==> config.mk <==
export PLATFORM = sky130hd
export DESIGN_NAME = phase_sequencer_flat
export DESIGN_NICKNAME = d
export VERILOG_FILES = /design/src/rtl/phase_sequencer_if.sv /design/src/rtl/phase_sequencer.sv /design/src/flat_wrapper.sv
export SDC_FILE = /design/constraint.sdc
export NUM_CORES = 1
export LEC_CHECK = 0
export ABC_AREA = 1
export BUFFER_PORTS_ARGS = -buffer_cell sky130_fd_sc_hd__buf_4
export CORE_AREA = 2 2 74 76
export DETAILED_ROUTE_END_ITERATION = 10
export DIE_AREA = 0 0 76 78
export GPL_TIMING_DRIVEN = 0
export SLEW_MARGIN = 30
export SYNTH_ARGS = -nofsm -noshare
export SYNTH_HDL_FRONTEND = slang
export SYNTH_SLANG_ARGS = --single-unit
==> constraint.sdc <==
create_clock -name clk -period 3.91 [get_ports clk]
set_clock_uncertainty 0.05 [all_clocks]
set_input_delay 0.1955 -clock clk [delete_from_list [all_inputs] [get_ports clk]]
set_output_delay 0.1955 -clock clk [all_outputs]
set_load 0.05 [all_outputs]
==> src/rtl/phase_sequencer_if.sv <==
// Bundle between the instruction-cycle sequencer and its controller/datapath.
//   master : drives start/step_mode/step/mem_busy/skip_mem/halt and observes
//            phase, phase_en, instr_done, state, timeout, instr_count.
//   slave  : the sequencer side (mirror of master).
interface phase_sequencer_if #(
    parameter int CNT_W = 16
) ();
    logic             start;
    logic             step_mode;
    logic             step;
    logic             mem_busy;
    logic             skip_mem;
    logic             halt;
    logic [4:0]       phase;
    logic             phase_en;
    logic             instr_done;
    logic [1:0]       state;
    logic             timeout;
    logic [CNT_W-1:0] instr_count;

    modport master (
        output start, step_mode, step, mem_busy, skip_mem, halt,
        input  phase, phase_en, instr_done, state, timeout, instr_count
    );

    modport slave (
        input  start, step_mode, step, mem_busy, skip_mem, halt,
        output phase, phase_en, instr_done, state, timeout, instr_count
    );
endinterface

==> src/rtl/phase_sequencer.sv <==
// Sequencing controller for the one-hot 5-phase instruction cycle
// (IF, ID, EX, MEM, WB). Owns the phase register and decides each cycle
// whether the datapath advances, stalls on memory, skips MEM, pauses for
// single-step or halts. Counts retired instructions and flags memory timeouts.
//   clk, rst : clock, asynchronous active-high reset
//   bus      : phase_sequencer_if.slave (control inputs, phase/status outputs)
// Parameters:
//   WAIT_LIMIT : consecutive memory-stall cycles that trigger a timeout (>=1)
//   CNT_W      : width of the retired-instruction counter
module phase_sequencer #(
    parameter int WAIT_LIMIT = 15,
    parameter int CNT_W      = 16
) (
    input  logic               clk,
    input  logic               rst,
    phase_sequencer_if.slave   bus
);
    typedef enum logic [1:0] {
        ST_IDLE   = 2'd0,
        ST_RUN    = 2'd1,
        ST_PAUSE  = 2'd2,
        ST_HALTED = 2'd3
    } state_e;

    localparam logic [4:0] PH_IF  = 5'b00001;
    localparam logic [4:0] PH_ID  = 5'b00010;
    localparam logic [4:0] PH_EX  = 5'b00100;
    localparam logic [4:0] PH_MEM = 5'b01000;
    localparam logic [4:0] PH_WB  = 5'b10000;

    localparam int               WCNT_W    = $clog2(WAIT_LIMIT + 1);
    localparam logic [WCNT_W-1:0] WAIT_LAST = WCNT_W'(WAIT_LIMIT - 1);

    state_e             state_q,     state_d;
    logic [4:0]         phase_q,     phase_d;
    logic               timeout_q,   timeout_d;
    logic [CNT_W-1:0]   count_q,     count_d;
    logic               halt_pend_q, halt_pend_d;
    logic               skip_pend_q, skip_pend_d;
    logic [WCNT_W-1:0]  wait_cnt_q,  wait_cnt_d;

    logic phase_legal;
    logic running;
    logic stall;
    logic advance;

    // A corrupted (non-one-hot) phase never advances; it is steered to IDLE.
    assign phase_legal = $onehot(phase_q);
    assign running     = (state_q == ST_RUN) && phase_legal;
    assign stall       = running && ((phase_q == PH_IF) || (phase_q == PH_MEM)) && bus.mem_busy;
    assign advance     = running && !stall;

    assign bus.phase_en    = advance;
    assign bus.instr_done  = advance && (phase_q == PH_WB);
    assign bus.phase       = phase_q;
    assign bus.state       = state_q;
    assign bus.timeout     = timeout_q;
    assign bus.instr_count = count_q;

    always_comb begin
        // NOTE: every next-state variable gets a default before any branch so
        // no path leaves it unassigned, which would otherwise infer a latch.
        state_d     = state_q;
        phase_d     = phase_q;
        timeout_d   = timeout_q;
        count_d     = count_q;
        halt_pend_d = halt_pend_q;
        skip_pend_d = skip_pend_q;
        wait_cnt_d  = '0;   // cleared on every non-stall cycle

        case (state_q)
            ST_IDLE, ST_HALTED: begin
                phase_d     = '0;
                halt_pend_d = 1'b0;
                skip_pend_d = 1'b0;
                if (bus.start) begin
                    state_d = ST_RUN;
                    phase_d = PH_IF;
                    if (state_q == ST_HALTED) timeout_d = 1'b0;
                end
            end

            ST_PAUSE: begin
                phase_d = '0;
                if (bus.step || !bus.step_mode) begin
                    state_d = ST_RUN;
                    phase_d = PH_IF;
                end
            end

            ST_RUN: begin
                if (!phase_legal) begin
                    state_d     = ST_IDLE;
                    phase_d     = '0;
                    halt_pend_d = 1'b0;
                    skip_pend_d = 1'b0;
                end else if (stall) begin
                    // Timeout outranks any pending halt/skip: the instruction is abandoned.
                    if (wait_cnt_q == WAIT_LAST) begin
                        state_d     = ST_HALTED;
                        phase_d     = '0;
                        timeout_d   = 1'b1;
                        halt_pend_d = 1'b0;
                        skip_pend_d = 1'b0;
                    end else begin
                        wait_cnt_d = wait_cnt_q + WCNT_W'(1);
                    end
                end else begin
                    case (phase_q)
                        PH_IF:  phase_d = PH_ID;
                        PH_ID:  phase_d = PH_EX;
                        PH_EX: begin
                            halt_pend_d = bus.halt;
                            skip_pend_d = bus.skip_mem;
                            phase_d     = bus.skip_mem ? PH_WB : PH_MEM;
                        end
                        PH_MEM: phase_d = PH_WB;
                        PH_WB: begin
                            count_d     = count_q + CNT_W'(1);
                            skip_pend_d = 1'b0;
                            // Halt beats single-step pause when both apply.
                            if (halt_pend_q) begin
                                state_d     = ST_HALTED;
                                phase_d     = '0;
                                halt_pend_d = 1'b0;
                            end else if (bus.step_mode) begin
                                state_d = ST_PAUSE;
                                phase_d = '0;
                            end else begin
                                phase_d = PH_IF;
                            end
                        end
                        default: begin
                            state_d = ST_IDLE;
                            phase_d = '0;
                        end
                    endcase
                end
            end

            default: begin
                state_d = ST_IDLE;
                phase_d = '0;
            end
        endcase
    end

    always_ff @(posedge clk or posedge rst) begin
        if (rst) begin
            state_q     <= ST_IDLE;
            phase_q     <= '0;
            timeout_q   <= 1'b0;
            count_q     <= '0;
            halt_pend_q <= 1'b0;
            skip_pend_q <= 1'b0;
            wait_cnt_q  <= '0;
        end else begin
            // NOTE: non-blocking assignments so all registers update together
            // from values computed in the same cycle, independent of order.
            state_q     <= state_d;
            phase_q     <= phase_d;
            timeout_q   <= timeout_d;
            count_q     <= count_d;
            halt_pend_q <= halt_pend_d;
            skip_pend_q <= skip_pend_d;
            wait_cnt_q  <= wait_cnt_d;
        end
    end
endmodule

==> src/flat_wrapper.sv <==
// flat-port wrapper written by rule: the top's interface ports become plain ports
module phase_sequencer_flat 
#(
    parameter int WAIT_LIMIT = 15,
    parameter int CNT_W      = 16
)
  (clk, rst, bus_start, bus_step_mode, bus_step, bus_mem_busy, bus_skip_mem, bus_halt, bus_phase, bus_phase_en, bus_instr_done, bus_state, bus_timeout, bus_instr_count);
  phase_sequencer_if #(.CNT_W(CNT_W)) bus_i ();
  input  logic clk;
  input  logic rst;
  input wire logic [$bits(bus_i.start)-1:0] bus_start;
  input wire logic [$bits(bus_i.step_mode)-1:0] bus_step_mode;
  input wire logic [$bits(bus_i.step)-1:0] bus_step;
  input wire logic [$bits(bus_i.mem_busy)-1:0] bus_mem_busy;
  input wire logic [$bits(bus_i.skip_mem)-1:0] bus_skip_mem;
  input wire logic [$bits(bus_i.halt)-1:0] bus_halt;
  output wire logic [$bits(bus_i.phase)-1:0] bus_phase;
  output wire logic [$bits(bus_i.phase_en)-1:0] bus_phase_en;
  output wire logic [$bits(bus_i.instr_done)-1:0] bus_instr_done;
  output wire logic [$bits(bus_i.state)-1:0] bus_state;
  output wire logic [$bits(bus_i.timeout)-1:0] bus_timeout;
  output wire logic [$bits(bus_i.instr_count)-1:0] bus_instr_count;
  assign bus_i.start = bus_start;
  assign bus_i.step_mode = bus_step_mode;
  assign bus_i.step = bus_step;
  assign bus_i.mem_busy = bus_mem_busy;
  assign bus_i.skip_mem = bus_skip_mem;
  assign bus_i.halt = bus_halt;
  assign bus_phase = bus_i.phase;
  assign bus_phase_en = bus_i.phase_en;
  assign bus_instr_done = bus_i.instr_done;
  assign bus_state = bus_i.state;
  assign bus_timeout = bus_i.timeout;
  assign bus_instr_count = bus_i.instr_count;
  phase_sequencer #(.WAIT_LIMIT(WAIT_LIMIT), .CNT_W(CNT_W)) u_core (.clk(clk), .rst(rst), .bus(bus_i));
endmodule
### Word level (Yosys, flattened, before mapping)

Cells that the tools add are included.

* $add $sub $neg: 6
* equality and inequality tests: 20
* mux-type cells: 34
* bitwise gates (word level): 1
* reduce and logical (&&, ||, !) cells: 17

Operators by type and width (count)
* $mux 5: 5
* $pmux 5 s5: 1
* $add 16x1->16 const B: 1
* $mux 4: 4
* $pmux 5 s3: 1
* $mux 2: 7
* $mux 1: 11
* $ne 2x1->1 const B: 4
* $ne 4x4->1 const B: 2
* $ne 6x5->1 const B: 1
* $pmux 1 s2: 3
* $pmux 2 s3: 1
* $reduce_and 6->1: 1
* $eq 5x1->1 const B: 1
* $eq 5x2->1 const B: 1
* $eq 5x3->1 const B: 1
* $eq 5x4->1 const B: 1
* $eq 5x5->1 const B: 1
* $logic_and 1x1->1: 5
* $ne 5x5->1 const B: 1
* $reduce_and 5->1: 1
* $add 1x1->2: 2
* $add 4x1->4 const B: 1
* $eq 2x2->1 const B: 2
* other kinds (16): 19

* flip-flop bits (word level): 29
* input port bits: 8
* output and inout bits: 26
* logic and storage cells: 84

### Longest topological paths before layout

* word-level depth: 10
* mapped depth: 14
* mapped depth without buffers: 14

### Least setup slack after synthesis

No wires, ideal clock.

* path type: register -> register
* start: reg u_core.phase_q[0] (netlist: u_core.bus.phase[0])
* end: reg u_core.count_q[3] (netlist: u_core.bus.instr_count[3])
* setup time: 142 ps
* arrival time: 2904 ps
* data required time: 3718 ps
* slack: 814 ps
* stages on the path, launching flop included: 13
* buffers on the path: 1
* period minus slack after synthesis: 3096 ps
* cells stage by stage: dfrtp_1 -> inv_1 -> ha_1 -> inv_1 -> fa_1 -> fa_1 -> nand2_1 -> nor2_2 -> nand2_1 -> nor2_8 -> buf_6 -> nand2_1 -> xnor2_1

* longest elaborated chain between the ends: 9
* elaborated cells on any way between the ends: 13
* classes of those cells: add/sub (3); eq/ne (4); bitwise (1); reduce/logical (5)

Ends and longest elaborated chain
* start, declared: line phase_sequencer.sv:35 `logic [4:0] phase_q, phase_d;`
* start signal, assigned: line phase_sequencer.sv:161 `phase_q <= phase_d;`
* $add 1x1->2 (implied by the code): line phase_sequencer.sv:48 `assign phase_legal = $onehot(phase_q);`
* $add 3x3->3 (implied by the code): line phase_sequencer.sv:48
* $add 3x1->3 (implied by the code): line phase_sequencer.sv:48
* $eq 3x1->1: line phase_sequencer.sv:48
* $logic_and 1x1->1: line phase_sequencer.sv:49 `assign running = (state_q == ST_RUN) && phase_legal;`
* $logic_and 1x1->1 (2 in a row): line phase_sequencer.sv:50 `assign stall = running && ((phase_q == PH_IF) || (phase_q == PH_MEM)) && bus.mem_busy;`
* $not 1->1 (no source line)
* $reduce_and 4->1 (no source line) *
* end signal, assigned: line phase_sequencer.sv:163 `count_q <= count_d;`
* end, declared: line phase_sequencer.sv:37 `logic [CNT_W-1:0] count_q, count_d;`

Mark *: on every way between the ends. The rest lies on a longest branch, timed or not.
A chain may end at the register's enable or synchronous reset.

### Worst setup path after layout

* start: reg u_core.phase_q[0] (netlist: u_core.bus.phase[0])
* end: out bus_instr_done

* longest elaborated chain between the ends: 10
* elaborated cells on any way between the ends: 14
* classes of those cells: add/sub (3); eq/ne (4); reduce/logical (7)

Ends and longest elaborated chain
* $add 1x1->2 (implied by the code): line phase_sequencer.sv:48
* $add 3x3->3 (implied by the code): line phase_sequencer.sv:48
* $add 3x1->3 (implied by the code): line phase_sequencer.sv:48
* $eq 3x1->1: line phase_sequencer.sv:48
* $logic_and 1x1->1: line phase_sequencer.sv:49
* $logic_and 1x1->1 (2 in a row): line phase_sequencer.sv:50
* $logic_not 1->1: line phase_sequencer.sv:51 `assign advance = running && !stall;`
* $logic_and 1x1->1: line phase_sequencer.sv:51
* $logic_and 1x1->1 *: line phase_sequencer.sv:54 `assign bus.instr_done = advance && (phase_q == PH_WB);`
* end, declared: line flat_wrapper.sv:19 `output wire logic [$bits(bus_i.instr_done)-1:0] bus_instr_done;`

Marks and branches as above.

==> results.sh <==
export IMPL_yosys_area_top_type="dfrtp_1"
export IMPL_clk_latency_ns=0.28
export IMPL_hpwl_mm=3.17
export IMPL_antenna_found_initial=0
export IMPL_async_reset_ff_frac=1.00
export IMPL_synth_cell_types=27
export IMPL_via_per_inst=4.52
export IMPL_ys_ff_latch=29
export IMPL_fmax_mhz=313
export IMPL_cap_violations=0
export IMPL_cts_root_buf="clkbuf_8"
export IMPL_cp_data_arrival_time_ns=2.95
export IMPL_p_leak_nw=1.25
export IMPL_vias=1551
export IMPL_die_h_um=78
export IMPL_grt_pass1_wl_mm=7.15
export IMPL_drive_gt1_frac=0.238
export IMPL_cts_path_max_buffers=2
export IMPL_worst_slew_pin_slew_ns=0.626
export IMPL_syn_nets=255
export IMPL_use_met2=0.252
export IMPL_syn_inst=231
export IMPL_cp_end_kind="output port"
export IMPL_critPathRequiredTime_ns=3.66
export IMPL_post_cts_buffers=0
export IMPL_wl_per_cell_um=12.0
export IMPL_ys_flop_type="dfrtp_1"
export IMPL_initial_core_util=0.380
export IMPL_fin_ws_ns=0.716
export IMPL_antenna_cells=0
export IMPL_final_nets=296
export IMPL_die_x_um=76
export IMPL_finish_utilization=0.471
export IMPL_powerDensity_nw_per_um2=454
export IMPL_start_kind="flop"
export IMPL_status="finished, final reports clean"
export IMPL_synth_area_sq_um=1910
export IMPL_drt_iter0_markers=79
export IMPL_yosys_warnings=0
export IMPL_top_usage_layer="met2"
export IMPL_grt_max_degree=30
export IMPL_hold_worst_slack_ns=0.149
export IMPL_drv_slew=0
export IMPL_synth_area_top_cells="dfrtp_1, nand2_1, ha_1"
export IMPL_finalCritPeriodShare=0.817
export IMPL_cts_buffers=5
export IMPL_drc=0
export IMPL_coreArea_sq_um=5040
export IMPL_gp_congestion=0.867
export IMPL_synth_top_area_share=0.379
export IMPL_cts_max_level=2
export IMPL_wirelength_mm=4.13
export IMPL_dr_pass1_iters=4
export IMPL_relSlewSlack=0.582
export IMPL_path_class="reg -> out"
export IMPL_gr_usage_met3=0.0349
export IMPL_clkSlewWorstSetupHoldPaths_ns=0.06
export IMPL_grt_pass1_vias=1542
export IMPL_num_fill_cells=516
export IMPL_portBuffers=33
export IMPL_place_ws_ns=0.963
export IMPL_hold_viol_final=0
export IMPL_met1_usage=0.193
export IMPL_fp_row_count=26
export IMPL_clock_sinks=29
export IMPL_min_period_ns=3.19
export IMPL_syn_area_per_cell_sq_um=8.29
export IMPL_grt_overflow_total=0
export IMPL_ir_drop_mv=0.206
export IMPL_crit_fanout=10
export IMPL_setup_tns_ns=0
export IMPL_area_growth_syn_to_layout_pct=24.1
export IMPL_hp_class="in -> reg"
export IMPL_rsz0062_at_grt="no"
export IMPL_ant_nets=0
export IMPL_synth_edf_count=0
export IMPL_tritoncts="done"
export IMPL_dieArea_sq_um=5930
export IMPL_setup_viol=0
export IMPL_ys_seq_area_frac=0.379
export IMPL_io_pins=34
export IMPL_grt_usage=0.152
## Yosys cell counts (2+ instances only)
cell     count
nand3_2      2
nand2_1     54
nor2_1      23
o21ai_1      5
nand4_1      4
fa_1         2
dfrtp_1     29
nand3_4      2
inv_2        4
nand2_4      2
inv_1       32
nand2_2      3
nor3_1       5
a21oi_1      2
xor2_1       9
nor2_2       2
nand3_1     16
nor2_4       4
ha_1        14
o21ai_0      4
xnor2_1      7
## final timing paths
check | startpoint | to | slack [ns] | depth (start not counted)
min reg2reg | u_core.bus.timeout | u_core.bus.timeout | 0.44 | 2
max in group asynchronous | rst | u_core.bus.phase[0] | 2.89 | 3
min | bus_halt | u_core.halt_pend_q | 0.15 | 3
min in group asynchronous | rst | u_core.bus.instr_count[11] | 0.51 | 3
max | u_core.bus.phase[0] | bus_instr_done | 0.72 | 11
max reg2reg | u_core.bus.phase[0] | u_core.bus.phase[1] | 0.99 | 13
## flip-flops by register name, summed over array words and instances (netlist names)
signal                  flops
u_core.bus.state            2
u_core.wait_cnt_q           4
u_core.bus.phase            5
u_core.halt_pend_q          1
u_core.bus.timeout          1
u_core.bus.instr_count     16
## cell families after synthesis
family,Yosys count,share of synthesized area
compound gates,12,0.0320
simple gates,120,0.318
flops,29,0.379
fa+ha+maj,16,0.112
buf+inv,37,0.0765
xor+xnor,17,0.0817
## repair_timing
| action | in CTS | in global routing |
|---|---|---|
| resized for setup | 0 | 0 |
| setup endpoints to repair | 0 | 0 |
| endpoints found under the hold margin | 29 | 0 |
| hold buffers | 1 | 0 |
## worst max-delay path, cell delays in order, from the launching register on
cell     delay, ns
dfrtp_1       0.40
inv_1         0.10
ha_1          0.29
inv_1         0.05
fa_1          0.40
fa_1          0.49
nand2_1       0.10
nor2_2        0.14
nand2_1       0.15
nor2_8        0.19
buf_6         0.17
buf_4         0.20
## per-stage QoR
step	cells	cell area [sq um]	power, mW
2_1_floorplan	231	1910	0.660
3_3_place_gp	334	2250	0.757
3_5_place_dp	334	2250	0.762
4_1_cts	343	2380	1.09
5_1_grt	343	2380	1.15
6_report	343	2380	1.08
## layout by cell type, fill, tap and decap left out, types with 6 or more instances in the layout
cell / n
nand2_1: 54
buf_4: 33
inv_1: 31
dfrtp_1: 29
nor2_1: 23
nand3_1: 16
ha_1: 14
xor2_1: 9
xnor2_1: 7
clkbuf_8: 6
## routing by layer
metal / share of wire / vias up
li1: - / 796
met1: 0.49 / 718
met2: 0.46 / 30
met3: 0.034 / 7
met4: 0.014 / 0
met5: 0 / -
## power by group
group / total, mW / switching [mW] / leakage [nW] / internal (mW)
registers: 0.346 / 0.0227 / 0.400 / 0.323
logic: 0.408 / 0.277 / 0.787 / 0.131
clock network: 0.325 / 0.117 / 0.0585 / 0.208
total: 1.08 / 0.417 / 1.25 / 0.662
## cell type report
cell class              instances  area [sq um]  area share
repair buffers                 34           258       0.108
plain buffers                   1          11.3     0.00474
clock buffers                   7          86.3      0.0363
multi-input cells             165          1040       0.439
flip-flops and latches         29           726       0.305
clock inverters                 1          30.0      0.0126
inverters                      36           135      0.0569
well taps                      70          87.6      0.0369
(Power assumes the default switching activity.)
